--- config.mk ---
export PLATFORM = sky130hd
export DESIGN_NAME = hazard_ctrl
export DESIGN_NICKNAME = d
export VERILOG_FILES = /design/src/rtl/pipeline_pkg.sv /design/src/rtl/fwd_sel.sv /design/src/rtl/hazard_ctrl.sv
export SDC_FILE = /design/constraint.sdc
export NUM_CORES = 1
export LEC_CHECK = 0
export BUFFER_PORTS_ARGS = -buffer_cell sky130_fd_sc_hd__buf_2
export CORE_ASPECT_RATIO = 0.8
export CORE_MARGIN = 2
export CORE_UTILIZATION = 33
export CTS_CLUSTER_SIZE = 25
export DETAILED_ROUTE_END_ITERATION = 7
export PLACE_DENSITY = 0.81
export RECOVER_POWER = 25
export SYNTH_ARGS = -nofsm -noshare
export SYNTH_HDL_FRONTEND = slang
export SYNTH_SLANG_ARGS = --single-unit
--- constraint.sdc ---
create_clock -name CLOCK -period 1.7 [get_ports CLOCK]
set_input_delay 0.34 -clock CLOCK [delete_from_list [all_inputs] [get_ports CLOCK]]
set_output_delay 0.34 -clock CLOCK [all_outputs]
set_load 0.02 [all_outputs]
--- src/rtl/pipeline_pkg.sv ---
// Shared encodings for the pipeline hazard controller: FSM states and EX operand forward selects.
package pipeline_pkg;

    typedef enum logic [1:0] {
        ST_RUN    = 2'b00,
        ST_DRAIN  = 2'b01,
        ST_HALTED = 2'b10
    } state_e;

    localparam logic [1:0] FWD_RF  = 2'b00;
    localparam logic [1:0] FWD_MEM = 2'b01;
    localparam logic [1:0] FWD_WB  = 2'b10;

endpackage

--- src/rtl/fwd_sel.sv ---
// EX-stage operand forward select for one source register; MEM wins over WB, r0 never forwarded.
module fwd_sel
    import pipeline_pkg::*;
(
    input  logic [4:0] src_addr_i,
    input  logic       mem_we_i,
    input  logic [4:0] mem_dst_i,
    input  logic       wb_we_i,
    input  logic [4:0] wb_dst_i,
    output logic [1:0] sel_o
);

    logic mem_hit;
    logic wb_hit;

    assign mem_hit = mem_we_i && (mem_dst_i != 5'd0) && (mem_dst_i == src_addr_i);
    assign wb_hit  = wb_we_i  && (wb_dst_i  != 5'd0) && (wb_dst_i  == src_addr_i);

    always_comb begin
        sel_o = FWD_RF;
        if (mem_hit) begin
            sel_o = FWD_MEM;
        end else if (wb_hit) begin
            sel_o = FWD_WB;
        end
    end

endmodule

--- src/rtl/hazard_ctrl.sv ---
// Hazard controller for the 5-stage pipeline: load-use stall, branch flush, halt drain, forwarding.
// Optional performance counters are built only when HAZARD_PERF_EN is defined.
module hazard_ctrl
    import pipeline_pkg::*;
#(
    parameter int unsigned DRAIN_CYCLES = 4,
    parameter int unsigned CNT_W        = 32
) (
    input  logic             CLOCK,
    input  logic             RESET,
    input  logic [4:0]       ID_RSAddr,
    input  logic [4:0]       ID_RTAddr,
    input  logic             ID_UsesRT,
    input  logic             ID_Halt,
    input  logic [4:0]       EX_RSAddr,
    input  logic [4:0]       EX_RTAddr,
    input  logic             EX_RegWriteEN,
    input  logic             EX_Mem2RegSEL,
    input  logic [4:0]       EX_DstAddr,
    input  logic             EX_BranchTaken,
    input  logic             MEM_RegWriteEN,
    input  logic [4:0]       MEM_DstAddr,
    input  logic             WB_RegWriteEN,
    input  logic [4:0]       WB_DstAddr,
    output logic             PC_EN,
    output logic             IFID_EN,
    output logic             IFID_Flush,
    output logic             IDEX_Flush,
    output logic [1:0]       ForwardA,
    output logic [1:0]       ForwardB,
    output logic             Halted,
    output logic [CNT_W-1:0] StallCnt,
    output logic [CNT_W-1:0] FlushCnt
);

    localparam int unsigned DCNT_W = $clog2(DRAIN_CYCLES + 1);

    state_e            state_q, state_d;
    logic [DCNT_W-1:0] cnt_q, cnt_d;
    logic              loaduse;
    logic              pc_en, ifid_en, ifid_fl, idex_fl, halted;
    logic              take_stall, take_flush;
    logic [1:0]        fwd_a, fwd_b;

    assign loaduse = EX_RegWriteEN && EX_Mem2RegSEL && (EX_DstAddr != 5'd0) &&
                     ((EX_DstAddr == ID_RSAddr) || (ID_UsesRT && (EX_DstAddr == ID_RTAddr)));

    always_ff @(posedge CLOCK or posedge RESET) begin
        if (RESET) begin
            state_q <= ST_RUN;
            cnt_q   <= '0;
        end else begin
            state_q <= state_d;
            cnt_q   <= cnt_d;
        end
    end

    // Next state and pipeline controls; a branch outranks halt and load-use since ID is on the wrong path.
    always_comb begin
        state_d    = state_q;
        cnt_d      = cnt_q;
        pc_en      = 1'b0;
        ifid_en    = 1'b0;
        ifid_fl    = 1'b0;
        idex_fl    = 1'b1;
        halted     = 1'b0;
        take_stall = 1'b0;
        take_flush = 1'b0;
        case (state_q)
            ST_RUN: begin
                if (EX_BranchTaken) begin
                    pc_en      = 1'b1;
                    ifid_en    = 1'b1;
                    ifid_fl    = 1'b1;
                    take_flush = 1'b1;
                end else if (ID_Halt) begin
                    state_d = ST_DRAIN;
                    cnt_d   = DCNT_W'(DRAIN_CYCLES - 1);
                end else if (loaduse) begin
                    take_stall = 1'b1;
                end else begin
                    pc_en   = 1'b1;
                    ifid_en = 1'b1;
                    idex_fl = 1'b0;
                end
            end
            ST_DRAIN: begin
                if (cnt_q == '0) begin
                    state_d = ST_HALTED;
                end else begin
                    cnt_d = cnt_q - DCNT_W'(1);
                end
            end
            ST_HALTED: begin
                halted = 1'b1;
            end
            default: begin
                state_d = ST_RUN;
            end
        endcase
    end

    fwd_sel u_fwd_a (
        .src_addr_i (EX_RSAddr),
        .mem_we_i   (MEM_RegWriteEN),
        .mem_dst_i  (MEM_DstAddr),
        .wb_we_i    (WB_RegWriteEN),
        .wb_dst_i   (WB_DstAddr),
        .sel_o      (fwd_a)
    );

    fwd_sel u_fwd_b (
        .src_addr_i (EX_RTAddr),
        .mem_we_i   (MEM_RegWriteEN),
        .mem_dst_i  (MEM_DstAddr),
        .wb_we_i    (WB_RegWriteEN),
        .wb_dst_i   (WB_DstAddr),
        .sel_o      (fwd_b)
    );

    // Reset overrides every control so the pipeline loads bubbles while held.
    assign PC_EN      = !RESET && pc_en;
    assign IFID_EN    = !RESET && ifid_en;
    assign IFID_Flush = RESET || ifid_fl;
    assign IDEX_Flush = RESET || idex_fl;
    assign Halted     = !RESET && halted;
    assign ForwardA   = RESET ? FWD_RF : fwd_a;
    assign ForwardB   = RESET ? FWD_RF : fwd_b;

`ifdef HAZARD_PERF_EN
    logic [CNT_W-1:0] stall_cnt_q, flush_cnt_q;

    always_ff @(posedge CLOCK or posedge RESET) begin
        if (RESET) begin
            stall_cnt_q <= '0;
            flush_cnt_q <= '0;
        end else begin
            if (take_stall) begin
                stall_cnt_q <= stall_cnt_q + CNT_W'(1);
            end
            if (take_flush) begin
                flush_cnt_q <= flush_cnt_q + CNT_W'(1);
            end
        end
    end

    assign StallCnt = stall_cnt_q;
    assign FlushCnt = flush_cnt_q;
`else
    logic unused_perf;
    assign unused_perf = take_stall ^ take_flush;
    assign StallCnt    = '0;
    assign FlushCnt    = '0;
`endif

endmodule

==> results.cfg, run 1 <==
[run_status]
status = finished, violations left
violations = negative setup slack

[grt]
grt_pass1_vias = 897
antenna_found_initial = 0
grt_first_pass_wirelength_microns = 3788
grt_max_degree = 7
grt_usage_pct = 11.82
grt.overflow.total = 0

[synth]
synth-async-reset-ratio_pct = 100.0
syn_avg_cell_area_sq_um = 7.983
synth_ff_type = dfrtp_1
netlist-cell-type-count = 25
netlist_instances = 150
synth_most_common_cell = buf_4
synth_seq_cells = 5
yosys.area.top_type_share_pct = 40.75
synth_common_cells = buf_4 (65), xor2_1 (19), xnor2_1 (12)
ys_warn_count = 0
synth_top_area_cell = buf_4
synth-edff-count = 0
netlist_area_sq_um = 1197
synth-seq-area-share_pct = 10.45
ys_top_cells_by_area = buf_4 (41%), xor2_1 (14%), dfrtp_1 (10%)

[cells_and_area]
num_antenna_cells = 0
nets = 273
fillers = 359
fin_area_sq_um = 1608
syn_to_final_growth_pct = 34.27
drive_above_1_share_pct = 38.50
instances_no_fill = 268
final_core_util_pct = 46.64

[route]
drtAntennaViolNets = 0
drc = 0
viasPerCell = 3.896
drtPass1Iterations = 4
wire_per_inst_microns = 9.978
routed_wl_microns = 2674
num_vias = 1044
drt_iter0_drc = 23

[worst_setup_path]
start_kind = primary input
critical_path_required_ps = 1360
crit_fanout = 2
cp-end-kind = primary output
crit_type = primary input to primary output
worstPathArrival_ps = 1660

[hold_path]
hold_path_class = primary input to asynchronous set/reset pin

[power]
pwr-share-clk_pct = 20.0
p_leak_nw = 0.8412
peakVddDrop_v = 0.0003126
design_power_total_mw = 1.109
pwr-share-seq_pct = 20.5
p_sw_share_pct = 44.27
power_density_nw_per_um2 = 689.7
p_int_mw = 0.6180
p_switching_mw = 0.4910
p_comb_share_pct = 59.5

[sta]
setup_violations = 7
finalCritPeriodShare_pct = 117.5
fmax_ghz = 0.5006
finalHoldViolations = 0
period_needed_ps = 1998
finalWorstSetupSlack_ps = -297.7
tns_ps = -1599
skew_ps = 0.9886
report.final.slew_viol_count = 0
rsz0062_at_grt = true
fin_hold_ws_ps = 181.1

[die]
die_w_microns = 71.35
ioPinCount = 117
initial_utilization_pct = 34.74
die-area_sq_um = 4129
chipHeight_microns = 57.88
core_area_sq_um = 3447
rows = 19

[run]
max_cap_viol_count = 0

[cts]
postCtsHoldBufs = 0
clk_pin_slew_ps = 40
cts_root_buf = clkbuf_8
clk_latency_ps = 220
cts_tree = done
cts_sinks = 5
htree_levels = 1
cts_buffers = 3
cts_buffer_depth = 2

[placed_design]
gp_congestion = 0.7586
place_inst = 261
io_buffers = 52
pre_cts_slack_ps = -373.2
placed_cell_area_sq_um = 1423
place_hpwl_microns = 2187
## worst max-delay path: stages
cell and delay, ps:
buf_6 90, buf_6 110, xor2_1 130, or4_4 540
nor4_4 270, buf_4 180
## timing repair
item	in CTS	in global routing
endpoints found under the setup margin	7	7
buffers inserted	2	1
pin swaps	9	9
hold endpoints to repair	0	0
gates resized for setup	19	10
## routing by layer
| layer | track usage (%) | up-vias | part of all wire [%] |
|---|---|---|---|
| met5 | 0 | - | 0 |
| met4 | 3.235 | 0 | 0.75 |
| met3 | 4.348 | 2 | 8.2 |
| met2 | 19.97 | 46 | 53 |
| met1 | 14.23 | 476 | 38 |
| li1 | - | 520 | - |
## power by group through the flow
stage,clock network (mW),logic [mW],registers [mW]
after CTS,0.230,0.647,0.227
after floorplan,0,0.559,0.217
after global placement,0,0.592,0.226
after detailed placement,0,0.606,0.227
final,0.222,0.660,0.227
after global routing,0.247,0.717,0.238
## final cells by class
cell class	instances	area [sq um]	area share, %
sequential	5	125.1	7.782
clock buffer	4	45.04	2.802
inverter	3	12.51	0.7782
tap	42	52.55	3.268
timing repair buffer	74	505.5	31.44
multi-input combinational	140	867.1	53.93
## layout by cell type (no fill, tap or decap), types with 4 or more instances in the layout
cell / instances
conb_1: 64
buf_2: 38
buf_4: 20
xor2_1: 19
buf_6: 14
xnor2_1: 12
nand2_1: 5
nor2_1: 5
dfrtp_1: 5
nand2b_1: 4
nor3_1: 4
or4_4: 4
## final timing paths
kind / end / startpoint / slack, ps / depth (start not counted)
min reg2reg: cnt_q[0] / cnt_q[0] / 520 / 1
max reg2reg: cnt_q[0] / cnt_q[0] / 250 / 6
min: cnt_q[2] / RESET / 180 / 3
min in group CLOCK: cnt_q[2] / ID_Halt / 510 / 4
max: ForwardB[1] / WB_DstAddr[2] / -300 / 6
max in group asynchronous: state_q[0] / RESET / 1280 / 3
## state kept, by name (all words and copies together) (netlist names)
| register | cells |
|---|---|
| cnt_q | 3 |
| state_q | 2 |
## kinds of logic after synthesis
logic type	after synthesis	share of synthesized area (%)
compound gates	9	5.956
xor+xnor	31	22.67
fa+ha+maj	2	2.090
buf+inv	68	41.69
flops	5	10.45
other cells	1	0.3132
simple gates	34	16.82
No activity file was read; power rests on OpenSTA's default activity.
==> inputs of run 2 (changes only) <==
ABC_AREA = 1   (was unset)
CAP_MARGIN = 20   (was unset)
CORE_UTILIZATION = 35   (was 33)
PLACE_DENSITY = 0.82   (was 0.81)
==> run 2 against run 1 <==
Against the previous run:
- the run now ends clean
- synthesized cell count increased by 41%
- first-iteration DRC count is 96% higher
- synthesized area increased by 10%
- cell count is 15% higher
- wire length increased by 4.4%
- worst hold slack gained 12 ps
- total power fell by 39%
- critical path depth grew 2
- flip-flop and latch count unchanged
- non-clock buffer count fell by 21
- critical path type unchanged
- largest power group unchanged
==> results.cfg, run 2 <==
[grt]
grt_usage_pct = 12.36
grt_first_pass_wirelength_microns = 4236
antenna_found_initial = 0
grt_max_degree = 8
grt.overflow.total = 0
grt_pass1_vias = 1057

[cts]
cts_buffers = 3
cts_tree = done
cts_root_buf = clkbuf_8
htree_levels = 1
clk_pin_slew_ps = 40
cts_sinks = 5
clk_latency_ps = 220
cts_buffer_depth = 2
postCtsHoldBufs = 0

[worst_setup_path]
critPathMaxStageDelay_ps = 160
cp.depth = 8
crit_type = primary input to primary output
rr_worst_depth = 7
crit_fanout = 3
path_common_cell = buf_2
critical_path_required_ps = 1360
crit_slowest_cell = o21ai_2
start_kind = primary input
crit_chain = buf_2, nor2_1, nand2_1, o21ai_2, inv_1, nand4_1, and3_1, buf_2
worstPathArrival_ps = 1280
critPathBufInv = 3
path_delay_family = simple AND/OR/NAND/NOR gates
cp-end-kind = primary output

[die]
die_w_microns = 72.70
rows = 19
initial_utilization_pct = 37.55
die-area_sq_um = 4286
ioPinCount = 117
chipHeight_microns = 58.96
core_area_sq_um = 3518

[route]
drc = 0
drtAntennaViolNets = 0
num_vias = 1245
drt_iter0_drc = 45
drtPass1Iterations = 4
viasPerCell = 4.042
routed_wl_microns = 2792
wire_per_inst_microns = 9.065

[cells_and_area]
fillers = 380
reg.largest.list = cnt_q x3, state_q x2
largest_register_ffs = 3
drive_above_1_share_pct = 28.57
fin_area_sq_um = 1483
regMostFlops = cnt_q
num_antenna_cells = 0
syn_to_final_growth_pct = 12.22
final_core_util_pct = 42.14
mostFrequentLayoutCell = conb_1
nets = 313
layout_common_cells = conb_1 (64), buf_2 (45), nand2_1 (36)

[synth]
synth-edff-count = 0
synth_ff_type = dfrtp_1
synth-async-reset-ratio_pct = 100.0
synth-seq-area-share_pct = 9.470
syn_avg_cell_area_sq_um = 6.262
ys_top_cells_by_area = buf_4 (37%), nand2_1 (12%), dfrtp_1 (9.5%)
netlist_area_sq_um = 1321
netlist_instances = 211
yosys.area.top_type_share_pct = 36.93
synth_common_cells = buf_4 (65), nand2_1 (41), inv_1 (29), nor2_1 (18), xnor2_1 (10)
synth_most_common_cell = buf_4
synth_seq_cells = 5
ys_warn_count = 0
netlist-cell-type-count = 25
synth_top_area_cell = buf_4

[hold_path]
hold_path_class = primary input to asynchronous set/reset pin

[placed_design]
gp_congestion = 0.8863
place_hpwl_microns = 2322
placed_cell_area_sq_um = 1394
pre_cts_slack_ps = 92.63
io_buffers = 52

[power]
p_leak_nw = 0.9118
power_density_nw_per_um2 = 455.8
design_power_total_mw = 0.6757
peakVddDrop_v = 0.0001763

[run_status]
status = finished, final reports clean

[sta]
fin_hold_ws_ps = 193.1
period_needed_ps = 1621
setup_violations = 0
finalCritPeriodShare_pct = 95.38
finalHoldViolations = 0
fmax_ghz = 0.6167
finalWorstSetupSlack_ps = 78.54
report.final.slew_viol_count = 0
skew_ps = 2.366

[run]
max_cap_viol_count = 0
==> run 2: power breakdown <==
part | internal [mW] | switching, mW
registers | 0.120 | 0
logic | 0.0935 | 0.237
clock network | 0.162 | 0.0640
total | 0.375 | 0.301
==> run 2: repair_timing <==
action / 4_1_cts / 5_1_grt
setup buffers: 0 / 0
setup endpoints to repair: 0 / 3
resized for setup: 0 / 24
==> run 2: worst register-to-register path: cells and delay by family, from the launching register on <==
kind | cells | cell delay, ps
flops | 1 | 390
simple gates | 3 | 230
compound gates | 2 | 170
buf+inv | 1 | 80
fa+ha+maj | 1 | 160
==> run 2: cells by family after synthesis <==
family | Yosys count | synth area share [%]
and+or+nand+nor | 80 | 25.66
other | 1 | 0.2838
AOI/OAI and AO/OA | 12 | 6.628
adders and majority gates | 2 | 1.894
DFF | 5 | 9.470
buffers and inverters | 95 | 45.45
xor gates and xnor gates | 16 | 10.61
==> run 2: final cells by class <==
| class | instances | area, sq um | share of cell area [%] |
|---|---|---|---|
| Multi-Input combinational cell | 174 | 858.3 | 57.89 |
| Timing Repair Buffer | 53 | 281.5 | 18.99 |
| Inverter | 30 | 120.1 | 8.101 |
| Tap cell | 42 | 52.55 | 3.544 |
| Clock buffer | 4 | 45.04 | 3.038 |
| Sequential cell | 5 | 125.1 | 8.439 |
==> run 2: worst paths after layout <==
| path | startpoint | to | slack [ps] |
|---|---|---|---|
| worst max-delay path | MEM_DstAddr[0] | ForwardA[1] | 80 |
| worst min-delay path | RESET | cnt_q[1] | 190 |
| worst max register to register | cnt_q[0] | cnt_q[2] | 540 |
| worst min register to register | cnt_q[0] | cnt_q[0] | 480 |
| max in group asynchronous | RESET | state_q[1] | 1390 |
| min in group CLOCK | EX_BranchTaken | state_q[0] | 390 |
==> run 2: routing by layer <==
| metal | up-vias | share of wire [%] | routed length [microns] | global-route usage (%) |
|---|---|---|---|---|
| met1 | 562 | 37 | 1032 | 14.23 |
| met3 | 2 | 5.8 | 161 | 1.370 |
| met4 | 0 | 0.82 | 23 | 5.291 |
| li1 | 632 | - | - | - |
| met2 | 49 | 56 | 1574 | 23.12 |
| met5 | - | 0 | 0 | 0 |
==> run 2: stage by stage <==
step	setup TNS, ps	cells
2_1_floorplan	0	274
3_3_place_gp	0	304
3_5_place_dp	0	304
4_1_cts	0	308
5_1_grt	-59.95	308
6_report	0	308
==> inputs of run 3 (changes only) <==
CELL_PAD_IN_SITES_DETAIL_PLACEMENT = 0   (was unset)
CELL_PAD_IN_SITES_GLOBAL_PLACEMENT = 1   (was unset)
CORE_UTILIZATION = 21   (was 35)
PLACE_DENSITY = 0.81   (was 0.82)
==> run 3 against run 2 <==
Against the previous run:
- worst hold slack lost 4.5 ps
- die area increased by 62%
- total power down 3.0%
- fmax up 2.4%
- global-route usage shrank 5.2 points
- clock skew shrank 1.9 ps
- wire length shrank 5.5%
- sequential power is essentially flat
==> results.cfg, run 3 (synthesis gave the netlist of run 2 again) <==
[run_status]
status = finished, final reports clean

[worst_setup_path]
r2r-end = cnt_q[2]
r2r_start = cnt_q[0]
critical_path_required_ps = 1360
r2r_setup_slack_ps = 540
rr_worst_depth = 7
crit_slowest_cell = buf_4
worstPathArrival_ps = 1240
path_common_cell = nand2_1
crit_fanout = 5
cp-end-kind = primary output
crit_chain = buf_2, nor2_2, nand4_1, nand3_1, inv_1, nand2_1, nand2_1, a21oi_2, buf_4
path_delay_family = simple AND/OR/NAND/NOR gates
start_kind = primary input
critPathMaxStageDelay_ps = 160
critPathBufInv = 3
crit_type = primary input to primary output

[cts]
cts_root_buf = clkbuf_8
clk_latency_ps = 220
cts_buffer_depth = 2
cts_tree = done
cts_sinks = 5
htree_levels = 1
cts_setup_buffers = 0
cts_buffers = 3
clk_pin_slew_ps = 30

[power]
p_sw_share_pct = 43.44
peakVddDrop_v = 0.0001512
p_switching_mw = 0.2847
pwr-share-seq_pct = 18.3
power_density_nw_per_um2 = 431.8
p_int_mw = 0.3706
p_leak_nw = 0.9125
pwr-share-clk_pct = 33.0
p_comb_share_pct = 48.7

[route]
drt_iter0_drc = 36
drtAntennaViolNets = 0
routed_wl_microns = 2639
num_vias = 1185
wire_per_inst_microns = 7.605
drtPass1Iterations = 4
drc = 0
viasPerCell = 3.415

[die]
rows = 25
core_area_sq_um = 6006
ioPinCount = 117
die_w_microns = 92.69
initial_utilization_pct = 22.00
chipHeight_microns = 74.95
die-area_sq_um = 6946

[cells_and_area]
regMostFlops = cnt_q
num_antenna_cells = 0
largest_register_ffs = 3
layout_common_cells = conb_1 (64), buf_2 (46), nand2_1 (40)
reg.largest.list = cnt_q x3, state_q x2
fillers = 699
nets = 313
instances_no_fill = 347
seqCellArea_sq_um = 125.1
multi_input_area_sq_um = 850.8
fin_area_sq_um = 1518
syn_to_final_growth_pct = 14.87
drive_above_1_share_pct = 25.94
mostFrequentLayoutCell = conb_1

[sta]
skew_ps = 0.4368
tns_ps = 0
finalWorstSetupSlack_ps = 117.1
fin_hold_ws_ps = 188.7
setup_violations = 0
period_needed_ps = 1583
fmax_ghz = 0.6318
finalCritPeriodShare_pct = 93.11
finalHoldViolations = 0
report.final.slew_viol_count = 0
rsz0062_at_grt = false

[placed_design]
io_buffers = 52
place_hpwl_microns = 2454
placed_cell_area_sq_um = 1443
gp_congestion = 0.8228
place_inst = 343
pre_cts_slack_ps = 97.06

[grt]
grt_first_pass_wirelength_microns = 3939
grt_usage_pct = 7.166
grt_pass1_vias = 976
antenna_found_initial = 0
grt.overflow.total = 0
grt_max_degree = 8

[run]
max_cap_viol_count = 0

[hold_path]
hold_path_class = primary input to asynchronous set/reset pin
-- run 3: cell counts in the layout (fill, tap and decap cells not counted) --
Identical to the previous run, type by type.
-- run 3: through the flow --
stage	total power [mW]	util [%]
finish	0.6553	25.27
global route	0.7108	25.27
CTS	0.6566	24.77
detailed placement	0.4317	24.02
global placement	0.4327	24.02
floorplan	0.4514	-
-- run 3: what timing repair did --
action / CTS / global route
endpoints found under the setup margin: 0 / 3
hold endpoints to repair: 0 / 0
resized for setup: 0 / 15
hold buffers: 0 / 0
-- run 3: layout make-up --
| class | instances | area share [%] |
|---|---|---|
| clock buffer | 4 | 2.968 |
| inverter | 30 | 7.420 |
| multi-input combinational | 174 | 56.06 |
| sequential | 5 | 8.244 |
| tap | 81 | 6.678 |
| timing repair buffer | 53 | 18.63 |
-- run 3: worst register-to-register path, delay by kind of cell, from the launching register on --
kind,cells,cell delay [ps]
AOI/OAI and AO/OA,2,160
adders and majority gates,1,180
buffers and inverters,1,80
DFF,1,380
and+or+nand+nor,3,230
-- run 3: how the worst max path moves through the flow --
stage	startpoint	cells after the start	endpoint
6_report	EX_DstAddr[0]	9	PC_EN
3_5_place_dp	EX_DstAddr[4]	11	PC_EN
4_1_cts	EX_DstAddr[4]	11	PC_EN
5_1_grt	MEM_DstAddr[3]	8	ForwardA[1]
3_3_place_gp	EX_DstAddr[4]	11	PC_EN
2_1_floorplan	EX_DstAddr[4]	10	PC_EN
-- run 3: layer usage --
layer / vias to the layer above / routed length [microns] / track usage, %
li1: 626 / - / -
met1: 512 / 973 / 8.137
met2: 47 / 1473 / 13.14
met3: 0 / 192 / 3.103
met4: 0 / 0 / 0.8170
met5: - / 0 / 0
-- run 3: power by group through the flow --
stage	sequential [mW]	combinational, mW	clock, mW
floorplan	0.121	0.330	0
global route	0.120	0.354	0.237
finish	0.120	0.319	0.216
detailed placement	0.121	0.311	0
CTS	0.120	0.311	0.226
global placement	0.121	0.312	0
